**config.mk**
```make
export PLATFORM = sky130hd
export DESIGN_NAME = nibble_pair_seq
export DESIGN_NICKNAME = d
export VERILOG_FILES = /design/src/rtl/nibble_seq_pkg.sv /design/src/rtl/nibble_pair_seq_fifo.sv /design/src/rtl/nibble_pair_seq.sv
export SDC_FILE = /design/constraint.sdc
export NUM_CORES = 1
export LEC_CHECK = 0
export CAP_MARGIN = 20
export CORE_MARGIN = 5
export CORE_UTILIZATION = 63
export CTS_CLUSTER_DIAMETER = 150
export DETAILED_ROUTE_END_ITERATION = 12
export PLACE_DENSITY = 0.86
export SLEW_MARGIN = 20
export SYNTH_ARGS = -nofsm -noshare
export SYNTH_HDL_FRONTEND = slang
export SYNTH_HIERARCHICAL = 1
export SYNTH_SLANG_ARGS = --single-unit
```
**constraint.sdc**
```tcl
create_clock -name clk -period 9.1 [get_ports clk]
set_input_delay 1.82 -clock clk [delete_from_list [all_inputs] [get_ports clk]]
set_output_delay 1.82 -clock clk [all_outputs]
set_load 0.03 [all_outputs]
```
**src/rtl/nibble_seq_pkg.sv**
```systemverilog
// ---------------------------------------------------------------------------
// nibble_seq_pkg
//
// Shared definitions for the nibble pair sequencer:
//   seq_state_e : sequencer FSM states (IDLE, RUN, DRAIN, DONE)
//   W           : default operand width
//   DEPTH       : default FIFO depth (power of 2, >= 2)
//   CNT_W       : default pair counter width
//   LFSR_TAPS   : tap mask for the 4-bit Fibonacci LFSR x^4+x^3+1
//
// The sequencer's optional LFSR b-generator is enabled with the
// NIBBLE_PAIR_SEQ_LFSR_EN macro.
// ---------------------------------------------------------------------------
package nibble_seq_pkg;

  typedef enum logic [1:0] {
    IDLE  = 2'd0,
    RUN   = 2'd1,
    DRAIN = 2'd2,
    DONE  = 2'd3
  } seq_state_e;

  localparam int W     = 4;
  localparam int DEPTH = 4;
  localparam int CNT_W = 8;

  // Bits 3 and 2 feed the XOR, giving the maximal-length x^4+x^3+1 sequence.
  localparam logic [3:0] LFSR_TAPS = 4'b1100;

endpackage

```
**src/rtl/nibble_pair_seq_fifo.sv**
```systemverilog
// ---------------------------------------------------------------------------
// nibble_fifo
//
// Synchronous FIFO used by nibble_pair_seq to buffer generated pairs.
// All outputs (dout, full, empty) are registered; reset empties the FIFO
// and clears dout so the consumer never sees X.
//
// Parameters:
//   DW    : data width (2*W for a packed {a, b} pair)
//   DEPTH : number of entries, power of 2 and at least 2
//
// Ports:
//   clk   in  1   : rising-edge clock
//   rst   in  1   : synchronous active-high reset
//   push  in  1   : write din (ignored while full)
//   pop   in  1   : drop the head entry (ignored while empty)
//   din   in  DW  : write data
//   dout  out DW  : head entry, registered
//   full  out 1   : registered full flag
//   empty out 1   : registered empty flag
// ---------------------------------------------------------------------------
module nibble_fifo #(
  parameter int DW    = 8,
  parameter int DEPTH = 4
) (
  input  logic          clk,
  input  logic          rst,
  input  logic          push,
  input  logic          pop,
  input  logic [DW-1:0] din,
  output logic [DW-1:0] dout,
  output logic          full,
  output logic          empty
);

  localparam int AW = $clog2(DEPTH);
  localparam logic [AW:0] CNT_ZERO = '0;
  localparam logic [AW:0] CNT_ONE  = (AW+1)'(1);
  localparam logic [AW:0] CNT_FULL = (AW+1)'(DEPTH);

  logic [DW-1:0] mem [DEPTH];
  logic [AW-1:0] wr_ptr;
  logic [AW-1:0] rd_ptr;
  logic [AW-1:0] rd_ptr_inc;
  logic [AW:0]   count;
  logic [AW:0]   count_nxt;
  logic [DW-1:0] head_nxt;
  logic          do_push;
  logic          do_pop;

  assign do_push    = push && !full;
  assign do_pop     = pop && !empty;
  assign rd_ptr_inc = rd_ptr + 1'b1;

  // Occupancy after this edge, used to register the full/empty flags.
  always_comb begin
    count_nxt = count;
    case ({do_push, do_pop})
      2'b10:   count_nxt = count + CNT_ONE;
      2'b01:   count_nxt = count - CNT_ONE;
      default: count_nxt = count;
    endcase
  end

  // The head register must hold whatever entry sits at the read pointer
  // after this edge. A push lands directly in the head when the FIFO is
  // empty, or when the only stored entry is being popped on the same edge.
  always_comb begin
    head_nxt = dout;
    if (do_push && ((count == CNT_ZERO) || (do_pop && (count == CNT_ONE)))) begin
      head_nxt = din;
    end else if (do_pop && (count > CNT_ONE)) begin
      head_nxt = mem[rd_ptr_inc];
    end
  end

  always_ff @(posedge clk) begin
    if (rst) begin
      wr_ptr <= '0;
      rd_ptr <= '0;
      count  <= '0;
      dout   <= '0;
      full   <= 1'b0;
      empty  <= 1'b1;
    end else begin
      if (do_push) begin
        wr_ptr <= wr_ptr + 1'b1;
      end
      if (do_pop) begin
        rd_ptr <= rd_ptr_inc;
      end
      count <= count_nxt;
      dout  <= head_nxt;
      full  <= (count_nxt == CNT_FULL);
      empty <= (count_nxt == CNT_ZERO);
    end
  end

  // Storage needs no reset: an entry is only read after it has been written.
  always_ff @(posedge clk) begin
    if (do_push) begin
      mem[wr_ptr] <= din;
    end
  end

endmodule

```
**src/rtl/nibble_pair_seq.sv**
```systemverilog
// ---------------------------------------------------------------------------
// nibble_pair_seq
//
// Clocked stimulus source producing num_pairs operand pairs (a, b) and
// delivering them through a small FIFO with a valid/ready handshake.
//   a_k = seed_a + k (mod 2^W)
//   b_k = seed_b - k (mod 2^W), or a 4-bit Fibonacci LFSR (x^4+x^3+1)
//         seeded from seed_b when NIBBLE_PAIR_SEQ_LFSR_EN is defined
//         (LFSR build requires W = 4; a zero seed is replaced by 4'b0001).
//
// Parameters:
//   W     : operand width
//   DEPTH : FIFO depth, power of 2 and at least 2
//   CNT_W : pair counter width
//
// Ports:
//   clk       in  1     : rising-edge clock
//   rst       in  1     : synchronous active-high reset
//   start     in  1     : begin a run (sampled only in IDLE)
//   num_pairs in  CNT_W : pairs to generate, latched on accepted start
//   seed_a    in  W     : first a value, latched on accepted start
//   seed_b    in  W     : first b value / LFSR seed, latched on start
//   busy      out 1     : run in progress (RUN or DRAIN)
//   done      out 1     : one-cycle pulse after the last pair is popped
//   out_valid out 1     : FIFO holds a pair
//   out_ready in  1     : consumer accepts the head pair
//   out_a     out W     : a value of the head pair
//   out_b     out W     : b value of the head pair
// ---------------------------------------------------------------------------
module nibble_pair_seq #(
  parameter int W     = nibble_seq_pkg::W,
  parameter int DEPTH = nibble_seq_pkg::DEPTH,
  parameter int CNT_W = nibble_seq_pkg::CNT_W
) (
  input  logic             clk,
  input  logic             rst,
  input  logic             start,
  input  logic [CNT_W-1:0] num_pairs,
  input  logic [W-1:0]     seed_a,
  input  logic [W-1:0]     seed_b,
  output logic             busy,
  output logic             done,
  output logic             out_valid,
  input  logic             out_ready,
  output logic [W-1:0]     out_a,
  output logic [W-1:0]     out_b
);

  import nibble_seq_pkg::*;

  localparam logic [CNT_W-1:0] K_ONE = CNT_W'(1);

  seq_state_e     state;
  seq_state_e     state_nxt;

  logic [CNT_W-1:0] k;
  logic [CNT_W-1:0] pop_cnt;
  logic [CNT_W-1:0] num_q;
  logic [W-1:0]     a_cur;
  logic [W-1:0]     b_cur;
  logic [W-1:0]     b_step;
  logic [W-1:0]     b_seed;

  logic             push;
  logic             pop_fire;
  logic             last_pop;
  logic             fifo_full;
  logic             fifo_empty;
  logic [2*W-1:0]   fifo_dout;

  assign out_valid = !fifo_empty;
  assign out_a     = fifo_dout[2*W-1:W];
  assign out_b     = fifo_dout[W-1:0];
  assign pop_fire  = out_valid && out_ready;

  // Push is gated by the registered full flag only, so a pop on a full
  // FIFO frees a slot that is refilled on the following edge.
  assign push = (state == RUN) && !fifo_full && (k < num_q);

  // The final pop is recognised on the edge it happens, so DONE follows
  // it by exactly one cycle rather than waiting for the empty flag.
  assign last_pop = pop_fire && (pop_cnt == (num_q - K_ONE));

  assign busy = (state == RUN) || (state == DRAIN);
  assign done = (state == DONE);

`ifdef NIBBLE_PAIR_SEQ_LFSR_EN
  // Shift toward the MSB and feed the XOR of the tapped bits into bit 0.
  assign b_step = {b_cur[W-2:0], ^(b_cur & W'(LFSR_TAPS))};
  // An all-zero seed would lock the LFSR up.
  assign b_seed = (seed_b == '0) ? W'(1) : seed_b;
`else
  assign b_step = b_cur - 1'b1;
  assign b_seed = seed_b;
`endif

  // Next-state logic. RUN hands over to DRAIN on the edge that pushes the
  // final pair (or immediately when nothing is left to push).
  always_comb begin
    state_nxt = state;
    case (state)
      IDLE: begin
        if (start) begin
          state_nxt = RUN;
        end
      end
      RUN: begin
        if ((k >= num_q) || (push && ((k + K_ONE) == num_q))) begin
          state_nxt = DRAIN;
        end
      end
      DRAIN: begin
        if (fifo_empty || last_pop) begin
          state_nxt = DONE;
        end
      end
      DONE: begin
        state_nxt = IDLE;
      end
      default: begin
        state_nxt = IDLE;
      end
    endcase
  end

  always_ff @(posedge clk) begin
    if (rst) begin
      state <= IDLE;
    end else begin
      state <= state_nxt;
    end
  end

  // Run parameters, pair counters and the running a/b generator values.
  always_ff @(posedge clk) begin
    if (rst) begin
      k       <= '0;
      pop_cnt <= '0;
      num_q   <= '0;
      a_cur   <= '0;
      b_cur   <= '0;
    end else if ((state == IDLE) && start) begin
      k       <= '0;
      pop_cnt <= '0;
      num_q   <= num_pairs;
      a_cur   <= seed_a;
      b_cur   <= b_seed;
    end else begin
      if (push) begin
        k     <= k + K_ONE;
        a_cur <= a_cur + 1'b1;
        b_cur <= b_step;
      end
      if (pop_fire) begin
        pop_cnt <= pop_cnt + K_ONE;
      end
    end
  end

  nibble_fifo #(
    .DW    (2*W),
    .DEPTH (DEPTH)
  ) u_fifo (
    .clk   (clk),
    .rst   (rst),
    .push  (push),
    .pop   (pop_fire),
    .din   ({a_cur, b_cur}),
    .dout  (fifo_dout),
    .full  (fifo_full),
    .empty (fifo_empty)
  );

endmodule

```
# Yosys cells after proc, flatten, opt, wreduce, memory -nomap -nowiden
# Memory sizes are Yosys's and may differ from the RTL's.
# Index checks and enable logic that the tools add are counted.
[word_totals]
register_bits = 51
ramBits = 32
out_inout_bits = 11
n_memories = 1
[op_classes]
add_sub_neg = 9
magnitude_cmp = 3
eq_ne = 12
muxes = 13
reduce_logical = 24
[mem_list]
columns = ["name", "words", "width", "read_ports", "rd_ports_with_merged_regs", "write_ports", "line_no", "text"]
rows = [
  ["u_fifo.mem", 4, 8, 1, 0, 1, "nibble_pair_seq_fifo.sv:41", "logic [DW-1:0] mem [DEPTH];"],
]
[ops]
columns = ["op", "count"]
rows = [
  ["adder 8 x 1 -> 8 bit (second input constant)", 2],
  ["equality test 8 bit", 2],
  ["2-to-1 mux 4 bit", 4],
  ["2-to-1 mux 8 bit", 2],
  ["logical AND 1 bit", 11],
  ["greater-or-equal comparator 8 bit", 1],
  ["< comparator 8 bit", 1],
  ["one-hot mux 2 bit (4 select lines)", 1],
  ["subtractor 8 x 1 -> 8 bit (second input constant)", 1],
  ["equality test 2 bit (second input constant)", 3],
  ["zero test 3 bit", 2],
  ["2-to-1 mux 2 bit", 3],
  ["one-hot mux 3 bit (2 select lines)", 1],
  ["adder 2 x 1 -> 2 bit (second input constant)", 2],
  ["adder 4 x 1 -> 4 bit (second input constant)", 1],
  ["equality test 2 x 1 -> 1 bit (second input constant)", 2],
  ["logical OR 1 bit", 4],
  ["inequality test 2 x 1 -> 1 bit (second input constant)", 2],
  ["nonzero test 2 bit", 2],
  ["subtractor 4 x 1 -> 4 bit (second input constant)", 1],
  ["adder 3 x 1 -> 3 bit (second input constant)", 1],
  ["equality test 3 x 1 -> 1 bit (second input constant)", 1],
  ["equality test 3 bit (second input constant)", 1],
  ["> comparator 3 x 1 -> 1 bit (second input constant)", 1],
  ["7 further kinds", 9],
]

# Depth between registers and ports, before layout
# Gate-level depths: netlist (run 1).
[logic_depth]
word_depth = 7
mapped_depth = 17
mapped_depth_nobuf = 14

# Hierarchy
# The synthesis (run 1) kept the hierarchy.
[by_module_without_submodules]
columns = ["module", "n_inst", "cells_each", "area_each_um2", "seq_area_each_um2"]
rows = [
  ["nibble_fifo", 1, 157, 2229.6, 1301.2],
  ["nibble_pair_seq", 1, 262, 2167.1, 680.7],
]

# Worst setup path before layout (run 1)
# Ideal clock, no wire load.
[synth_path]
kind = "input to register"
startpoint = "input port out_ready"
endpoint = "register u_fifo.empty"
setup_ns = 0.076
arrival_time_ns = 3.338
t_required_ns = 9.024
path_slack_ns = 5.686
stages = 7
cell_sequence = "nor2b_1 > buf_2 > nor2b_1 > buf_2 > ha_1 > o311ai_0 > a21boi_0"
[synth_between]
elab_chain_cells = 5
word_cells_on_any_way = 6
classes_between = "eq/ne: 2; mux: 1; reduce/logical: 3"
[synth_lines]
columns = ["item", "line_no", "text"]
rows = [
  ["start: declaration", "nibble_pair_seq.sv:44", "input logic out_ready,"],
  ["logical AND 1 bit (*)", "nibble_pair_seq.sv:74", "assign pop_fire = out_valid && out_ready;"],
  ["named net pop_fire", "nibble_pair_seq.sv:65", "logic pop_fire;"],
  ["logical AND 1 bit (*)", "nibble_pair_seq_fifo.sv:52", "assign do_pop = pop && !empty;"],
  ["named net u_fifo.do_pop", "nibble_pair_seq_fifo.sv:49", "logic do_pop;"],
  ["equality test 2 x 1 -> 1 bit / equality test 2 bit (equally long branches)", "nibble_pair_seq_fifo.sv:58", "case ({do_push, do_pop})"],
  ["one-hot mux 3 bit (2 select lines) (*)", "nibble_pair_seq_fifo.sv:58", ""],
  ["zero test 3 bit (*)", "nibble_pair_seq_fifo.sv:95", "empty <= (count_nxt == CNT_ZERO);"],
  ["end signal: assignment", "nibble_pair_seq_fifo.sv:95", ""],
  ["end: declaration", "nibble_pair_seq_fifo.sv:33", "output logic empty"],
]
# Mark *: on every way through the listed nets, which the timed path passes. The rest lies on a longest branch.
# A chain may end at the register's enable or synchronous reset.

# Worst setup path after layout (run 1)
[layout_path]
startpoint = "register num_q[1]"
endpoint = "register u_fifo.empty"
[layout_between]
elab_chain_cells = 6
word_cells_on_any_way = 7
classes_between = "order compare: 1; eq/ne: 2; mux: 1; reduce/logical: 3"
[layout_lines]
columns = ["item", "line_no", "text"]
rows = [
  ["start: declaration", "nibble_pair_seq.sv:58", "logic [CNT_W-1:0] num_q;"],
  ["start signal: assignment", "nibble_pair_seq.sv:145", "num_q <= num_pairs;"],
  ["< comparator 8 bit (*)", "nibble_pair_seq.sv:78", "assign push = (state == RUN) && !fifo_full && (k < num_q);"],
  ["logical AND 1 bit (*)", "nibble_pair_seq.sv:78", ""],
  ["logical AND 1 bit (*)", "nibble_pair_seq_fifo.sv:51", "assign do_push = push && !full;"],
  ["equality test 2 x 1 -> 1 bit / equality test 2 bit (equally long branches)", "nibble_pair_seq_fifo.sv:58", ""],
  ["one-hot mux 3 bit (2 select lines) (*)", "nibble_pair_seq_fifo.sv:58", ""],
  ["zero test 3 bit (*)", "nibble_pair_seq_fifo.sv:95", ""],
]
# Every way passes the cells marked *; elsewhere a longest branch is shown, timed or not.

==> results of run 1 <==
## synthesized netlist by cell type (4+ instances only)
cell / n
ha_1: 29
a31oi_1: 5
xnor2_1: 21
xor2_1: 21
o21ai_0: 6
nor2b_1: 5
mux4_2: 8
a22oi_1: 8
nand2_1: 39
a21oi_1: 17
nor2_1: 35
a221oi_2: 7
edfxtp_1: 32
nand3_1: 4
buf_4: 4
a211oi_1: 10
nor3_1: 4
and2_1: 6
buf_2: 5
inv_1: 35
dfxtp_1: 51
clkbuf_1: 7
and3_1: 5
nand4_1: 8
## layout make-up
| cell class | instances | area, sq um |
|---|---|---|
| inverters | 35 | 131 |
| flip-flops and latches | 83 | 1980 |
| clock buffers | 10 | 149 |
| repair buffers | 31 | 308 |
| well taps | 96 | 120 |
| fillers | 468 | 1840 |
| multi-input cells | 280 | 2170 |
| clock inverters | 6 | 100 |
## worst max path at each step
stage	end	cells past startpoint	slack (ps)
final	u_fifo/empty$_SDFF_PP1_	12	4860
after global routing	u_fifo/empty$_SDFF_PP1_	11	4500
after CTS	u_fifo/empty$_SDFF_PP1_	12	4890
after detailed placement	u_fifo/empty$_SDFF_PP1_	6	4570
after global placement	u_fifo/empty$_SDFF_PP1_	6	4780
after floorplan	u_fifo/empty$_SDFF_PP1_	7	5690
## cell usage in the layout, fill, tap and decap left out, types with 5 or more instances in the layout
cell,instances
a211oi_1,10
a21oi_1,17
a221oi_2,7
a22oi_1,8
a31oi_1,5
and2_1,6
and3_1,5
clkbuf_8,9
clkdlybuf4s50_1,30
dfxtp_1,51
edfxtp_1,32
ha_1,29
inv_1,35
mux4_2,8
nand2_1,39
nand4_1,8
nor2_1,35
nor2b_1,5
o21ai_0,6
xnor2_1,21
xor2_1,21
## metal layers
metal	wire, um	up-vias	global-route usage, %	part of all wire, %
met5	0	-	0	0
met4	220	0	9.51	2.5
met3	379	19	3.86	4.3
met2	4490	89	38.1	51
met1	3660	1502	25.4	42
li1	-	1523	-	-
## worst max-delay path: stages, from the launching register on
cell and delay, ps:
dfxtp_1 440, inv_1 110, ha_1 300, nor2b_4 130
o211ai_2 150, a21oi_1 80, or3_1 460, inv_1 450
nor2b_1 690, inv_1 150, ha_1 430, o311ai_0 570
a21boi_0 220
## cells by family (layout without fill, tap and decap cells)
| group | count (synthesis) | in the layout |
|---|---|---|
| AO/OA/AOI/OAI | 76 | 76 |
| flip-flops | 83 | 83 |
| multiplexers | 12 | 12 |
| adder cells (fa/ha/maj) | 29 | 29 |
| XOR/XNOR | 42 | 42 |
| AND/OR/NAND/NOR | 121 | 121 |
| buffers and inverters | 56 | 82 |
## metrics by stage
stage | cells | utilization, % | worst slack, ps
finish | 541 | 73.0 | 4860
global route | 541 | 73.0 | 4500
CTS | 541 | 73.0 | 4890
detailed placement | 525 | 69.3 | 4570
global placement | 525 | 69.3 | 4780
floorplan | 419 | - | 5690
## sequential cells by signal, indices dropped and copies added (netlist names), 3 cells and up
register	cells
num_q	8
u_fifo/dout	8
pop_cnt	8
u_fifo/count	3
k	8
u_fifo/mem	32
a_cur	4
b_cur	4
## power by group through the flow
stage / Combinational [W] / Clock, W / Sequential (W)
floorplan: 0.000346 / 0 / 0.000556
global route: 0.000525 / 0.000344 / 0.000553
CTS: 0.000480 / 0.000327 / 0.000541
finish: 0.000479 / 0.000323 / 0.000541
detailed placement: 0.000477 / 0 / 0.000550
global placement: 0.000458 / 0 / 0.000542
==> metrics.md, run 1 <==
| Metric | Value |
|---|---|
| ANT nets after route | 0 |
| Ys Warns | 6 |
| Post-synthesis compound-gate area fraction | ~14% |
| TritonCTS Sinks | 83 |
| Post-Synth XOR/XNOR Area | 8.37% |
| Cells after Synth | 419 |
| Total Power | 0.00134 W |
| LEAKAGE | 1.83 nW |
| Final Hold Vio Count | 0 |
| Setup TNS Final | 0 ps |
| RePlAce Congestion | 0.900 |
| Worst hold path cell count | 2 |
| Netlist cell types | between 50 and 60 |
| Post-CTS sizing | 0 |
| Critical path endpoint category | register |
| Simple-Gate Fraction of Synth Area | 13.4% |
| I/O Pins | 31 |
| Top_reg_cell synth | dfxtp_1 |
| Crit start category | register |
| Initial antenna violation count | 0 |
| Hold buffer count at CTS | 0 |
| Initial Util | 64.7% |
| First-pass GRT wire length | 14700 um |
| Final Cell Area | 4960 sq um |
| Worst R2R Path Depth | 12 |
| Internal power | about 0.00085 W |
| CP max FO | 15 |
| H-tree Lvls | 3 |
| Fmax | around 0.24 GHz |
| Post-Syn Area | roughly 4400 sq um |
| Largest family of logic cells by synthesized area | compound AO/OA/AOI/OAI gates |
| Post-synth top area share | between 20% and 30% |
| DRC Markers | 0 |
| Vias | around 3100 |
| Required time of the critical path | 9390 ps |
| Fin crit share | between 40% and 50% |
| Pwr Density | about 270 nW/um^2 |
| Dpl hpwl | 6400 um |
| CTS tree | yes |
| Psw | 0.000490 W |
| GRT Resource Usage Total | ~22% |
| GR Overflow Total | 0 |
| Max Buffers Root-to-Sink | 2 |
| Count of input and output buffers | 30 |
| Synth Area in Adders | 8.25% |
| Total Die Area | 8750 sq um |
| Worst Hold Path EP | u_fifo/dout[4]$_SDFFE_PP0P_ |
| Nets@finish | 489 |
| CP Class | register to register |
| Fraction of registers with async set/reset | 0% |
| Layout Skew | about 8 ps |
| Cell accounting for the most synthesized area | dfxtp_1 |
| Synth Register Bits | 83 |
| Minimum clock period after layout | 4240 ps |
| Max Cap Viol | 0 |
| Final setup violation count | 0 |
| Synth Area per Inst | 10.5 sq um |
| Die height | ~94 um |
| Hold Crit Start | u_fifo/dout[4]$_SDFFE_PP0P_ |
| Synth top area cells | dfxtp_1, edfxtp_1, ha_1 |
| Post-synth EDFFs | 32 |
| Unrepaired setup endpoints after global routing | no |
| Area delta synth->final | 12.7% |
| Worst vdd ir | roughly 0.14 mV |
| Share of layout cells above drive strength 1 | 10.6% |
| Status | finished, final reports clean |
| Max-slew headroom | between 40% and 50% |
| Core Area | 6790 sq um |
| Seq/Total Area, Yosys | 45.1% |
| Slew @ Worst Pin | approximately 810 ps |
| Power share of the clock group | 24.0% |
| Die W | slightly above 90 um |
| Post-CTS setup buffers | 0 |
| Clk Latency, worst-skew pair | 360 ps |
| Diode count | 0 |
| CTS Root Cell | clkbuf_8 |
| Switching Fraction | 36.5% |
| FF-to-FF Start | num_q[1]$_SDFFE_PP0P_ |
| Largest net degree at the start of global routing | 35 |
| Arrival @ worst endpoint | 4540 ps |
| Combinational share of power | 35.7% |
| Placed cell area | 4710 sq um |
| Initial drt markers | 155 |
| Syn_nets | 468 |
| Vias/cell | a little under 6 |
| Vias in the first global route | about 3100 |
| Site Rows | 30 |
| Worst hold margin | 468 ps |
| HP Class | register to register |
| CTS buffer count | 9 |
| Clock slew at reported path FFs | 90 ps |
| R2R Setup Slk | 4860 ps |
| 1st-pass router iterations | 4 |
| Routed WL per cell | 16.2 um |
| Reg power frac | roughly 40% |
| Critical Path Source | num_q[1]$_SDFFE_PP0P_ |
| Pins Over Slew Limit | 0 |
| Mux cell area share after synthesis | 5.15% |
| Reg2reg end | u_fifo/empty$_SDFF_PP1_ |
| Drt total wl | 8750 um |
(Power assumes the default switching activity.)
==> inputs of run 2 (changes only) <==
--- a/config.mk
+++ b/config.mk
@@ -7,10 +7,10 @@
 export LEC_CHECK = 0
 export CAP_MARGIN = 20
 export CORE_MARGIN = 5
-export CORE_UTILIZATION = 63
+export CORE_UTILIZATION = 59
 export CTS_CLUSTER_DIAMETER = 150
 export DETAILED_ROUTE_END_ITERATION = 12
-export PLACE_DENSITY = 0.86
+export PLACE_DENSITY = 0.81
 export SLEW_MARGIN = 20
 export SYNTH_ARGS = -nofsm -noshare
 export SYNTH_HDL_FRONTEND = slang
==> constraint.sdc (replaced) <==
create_clock -name clk -period 4.33 [get_ports clk]
set_input_delay 0.866 -clock clk [delete_from_list [all_inputs] [get_ports clk]]
set_output_delay 0.866 -clock clk [all_outputs]
set_load 0.03 [all_outputs]
==> run 2 against run 1 <==
Register-to-register slack lost 4000 ps. Clock-buffer cell count shrank 1. Die area is 6.0% higher. Sequential share of layout area is 0.12 points higher. Combinational power is 110% higher. Non-clock buffer count rose by 2. First-iteration DRC count is 7.1% lower. Sequential power increased by 110%. Cell count increased by 0.92%. Routed wire length rose by 1.6%. Global-route usage down 0.37 points. Critical path type unchanged.
==> metrics.md, run 2 (synthesis results as in run 1) <==
| Metric | Value |
|---|---|
| CTS Root Cell | clkbuf_8 |
| Vias | 3120 |
| Worst vdd ir | 0.287 mV |
| Max-slew headroom | between 40% and 50% |
| Reg2reg end | u_fifo/empty$_SDFF_PP1_ |
| Initial antenna violation count | 0 |
| Routed WL per cell | 16.3 um |
| 1st-pass router iterations | 5 |
| Most common cell after layout, fill and taps aside | dfxtp_1 |
| Clock slew at reported path FFs | 100 ps |
| Die W | 96.3 um |
| Total Die Area | 9280 sq um |
| Placed cell area | 4730 sq um |
| Nets@finish | about 490 |
| LEAKAGE | 1.82 nW |
| DRC Markers | 0 |
| Post-CTS sizing | 0 |
| Layout Skew | 11.8 ps |
| Vias/cell | 5.71 |
| Final Hold Vio Count | 0 |
| Unrepaired setup endpoints after global routing | no |
| Critical path endpoint category | register |
| Max Cap Viol | 0 |
| Site Rows | 31 |
| Die height | 96.3 um |
| Drt total wl | 8890 um |
| Core Area | just over 7000 sq um |
| Most frequent cells in the layout | dfxtp_1, nand2_1, inv_1, nor2_1, edfxtp_1 |
| Share of layout cells above drive strength 1 | 11.0% |
| Dpl hpwl | 6430 um |
| Initial Util | 60.6% |
| Fmax | ~0.29 GHz |
| Required time of the critical path | around 4600 ps |
| CTS buffer count | 9 |
| Biggest register | u_fifo/mem |
| Setup TNS Final | 0 ps |
| Post-CTS setup buffers | 0 |
| Hold Crit Start | u_fifo/dout[1]$_SDFFE_PP0P_ |
| GRT Resource Usage Total | 21.1% |
| Slew @ Worst Pin | between 700 and 800 ps |
| FF-to-FF Start | num_q[3]$_SDFFE_PP0P_ |
| Final Cell Area | slightly below 5000 sq um |
| First-pass GRT wire length | 14800 um |
| TritonCTS Sinks | a little over 80 |
| Worst R2R Path Depth | 12 |
| I/O Pins | 31 |
| Pins Over Slew Limit | 0 |
| Worst hold path cell count | 2 |
| Minimum clock period after layout | around 3500 ps |
| Area delta synth->final | 12.4% |
| Final setup violation count | 0 |
| RePlAce Congestion | 0.831 |
| Vias in the first global route | 3074 |
| Hold buffer count at CTS | 0 |
| Largest net degree at the start of global routing | 35 |
| Status | finished, final reports clean |
| GR Overflow Total | 0 |
| Pwr Density | 558 nW/um^2 |
| HP Class | register to register |
| Arrival @ worst endpoint | 3760 ps |
| Number of flip-flops in the largest register | 32 |
| CP Class | register to register |
| Fin crit share | ~80% |
| H-tree Lvls | 3 |
| Crit start category | register |
| Count of input and output buffers | 30 |
| CP max FO | 10 |
| Worst Hold Path EP | u_fifo/dout[1]$_SDFFE_PP0P_ |
| CTS tree | yes |
| Max Buffers Root-to-Sink | 2 |
| R2R Setup Slk | roughly 860 ps |
| ANT nets after route | 0 |
| Clk Latency, worst-skew pair | around 370 ps |
| Diode count | 0 |
| Initial drt markers | 144 |
-- run 2: worst max-delay path by stage --
| stage | from | end | slack [ps] | cells past startpoint |
|---|---|---|---|---|
| after floorplan | num_q[1]$_SDFFE_PP0P_ | u_fifo/empty$_SDFF_PP1_ | 1090 | 15 |
| after global placement | out_ready | u_fifo/empty$_SDFF_PP1_ | 930 | 6 |
| after detailed placement | out_ready | u_fifo/empty$_SDFF_PP1_ | 780 | 6 |
| after CTS | num_q[3]$_SDFFE_PP0P_ | u_fifo/empty$_SDFF_PP1_ | 850 | 12 |
| after global routing | num_q[1]$_SDFFE_PP0P_ | u_fifo/empty$_SDFF_PP1_ | 600 | 13 |
| final | num_q[3]$_SDFFE_PP0P_ | u_fifo/empty$_SDFF_PP1_ | 860 | 12 |
-- run 2: per-layer routing --
metal	vias up	wire [um]	share of wire [%]	GRT usage, %
li1	1523	-	-	-
met1	1520	3700	42	23.7
met2	61	4740	53	38.7
met3	16	270	3.0	3.75
met4	0	181	2.0	9.70
met5	-	0	0	0
-- run 2: final cells by class --
type                       count  area [sq um]
clock buffer                   9           124
fill                         569          2310
clock inverter                 7          91.3
sequential                    83          1980
tap                           99           124
multi-input combinational    280          2170
inverter                      35           131
timing repair buffer          33           323
-- run 2: worst max-delay path, stage by stage (launching register included) --
cell,delay (ps)
dfxtp_1,520
inv_1,80
ha_1,330
a21oi_1,210
a21oi_1,90
or3_1,450
inv_1,120
nor2b_1,150
buf_4,200
inv_1,80
ha_1,380
o311ai_0,550
a21boi_0,230
-- run 2: power breakdown --
| group | switching (W) | leakage, nW | total (W) | internal, W |
|---|---|---|---|---|
| clock | 0.000317 | 0.106 | 0.000599 | 0.000281 |
| sequential | 0.000153 | 0.711 | 0.00114 | 0.000991 |
| combinational | 0.000574 | 1.00 | 0.00101 | 0.000439 |
| total | 0.00104 | 1.82 | 0.00276 | 0.00171 |
-- run 2: metrics by stage --
| stage | total power, W | setup slack [ps] | hold WS (ps) | utilization, % | cells |
|---|---|---|---|---|---|
| finish | 0.00276 | 857 | 465 | 68.1 | 546 |
| global route | 0.00294 | 602 | 482 | 68.1 | 546 |
| CTS | 0.00277 | 852 | 466 | 68.1 | 546 |
| detailed placement | 0.00218 | 782 | 452 | 65.2 | 530 |
| global placement | 0.00213 | 933 | 451 | 65.2 | 530 |
| floorplan | 0.00190 | 1090 | 471 | - | 419 |
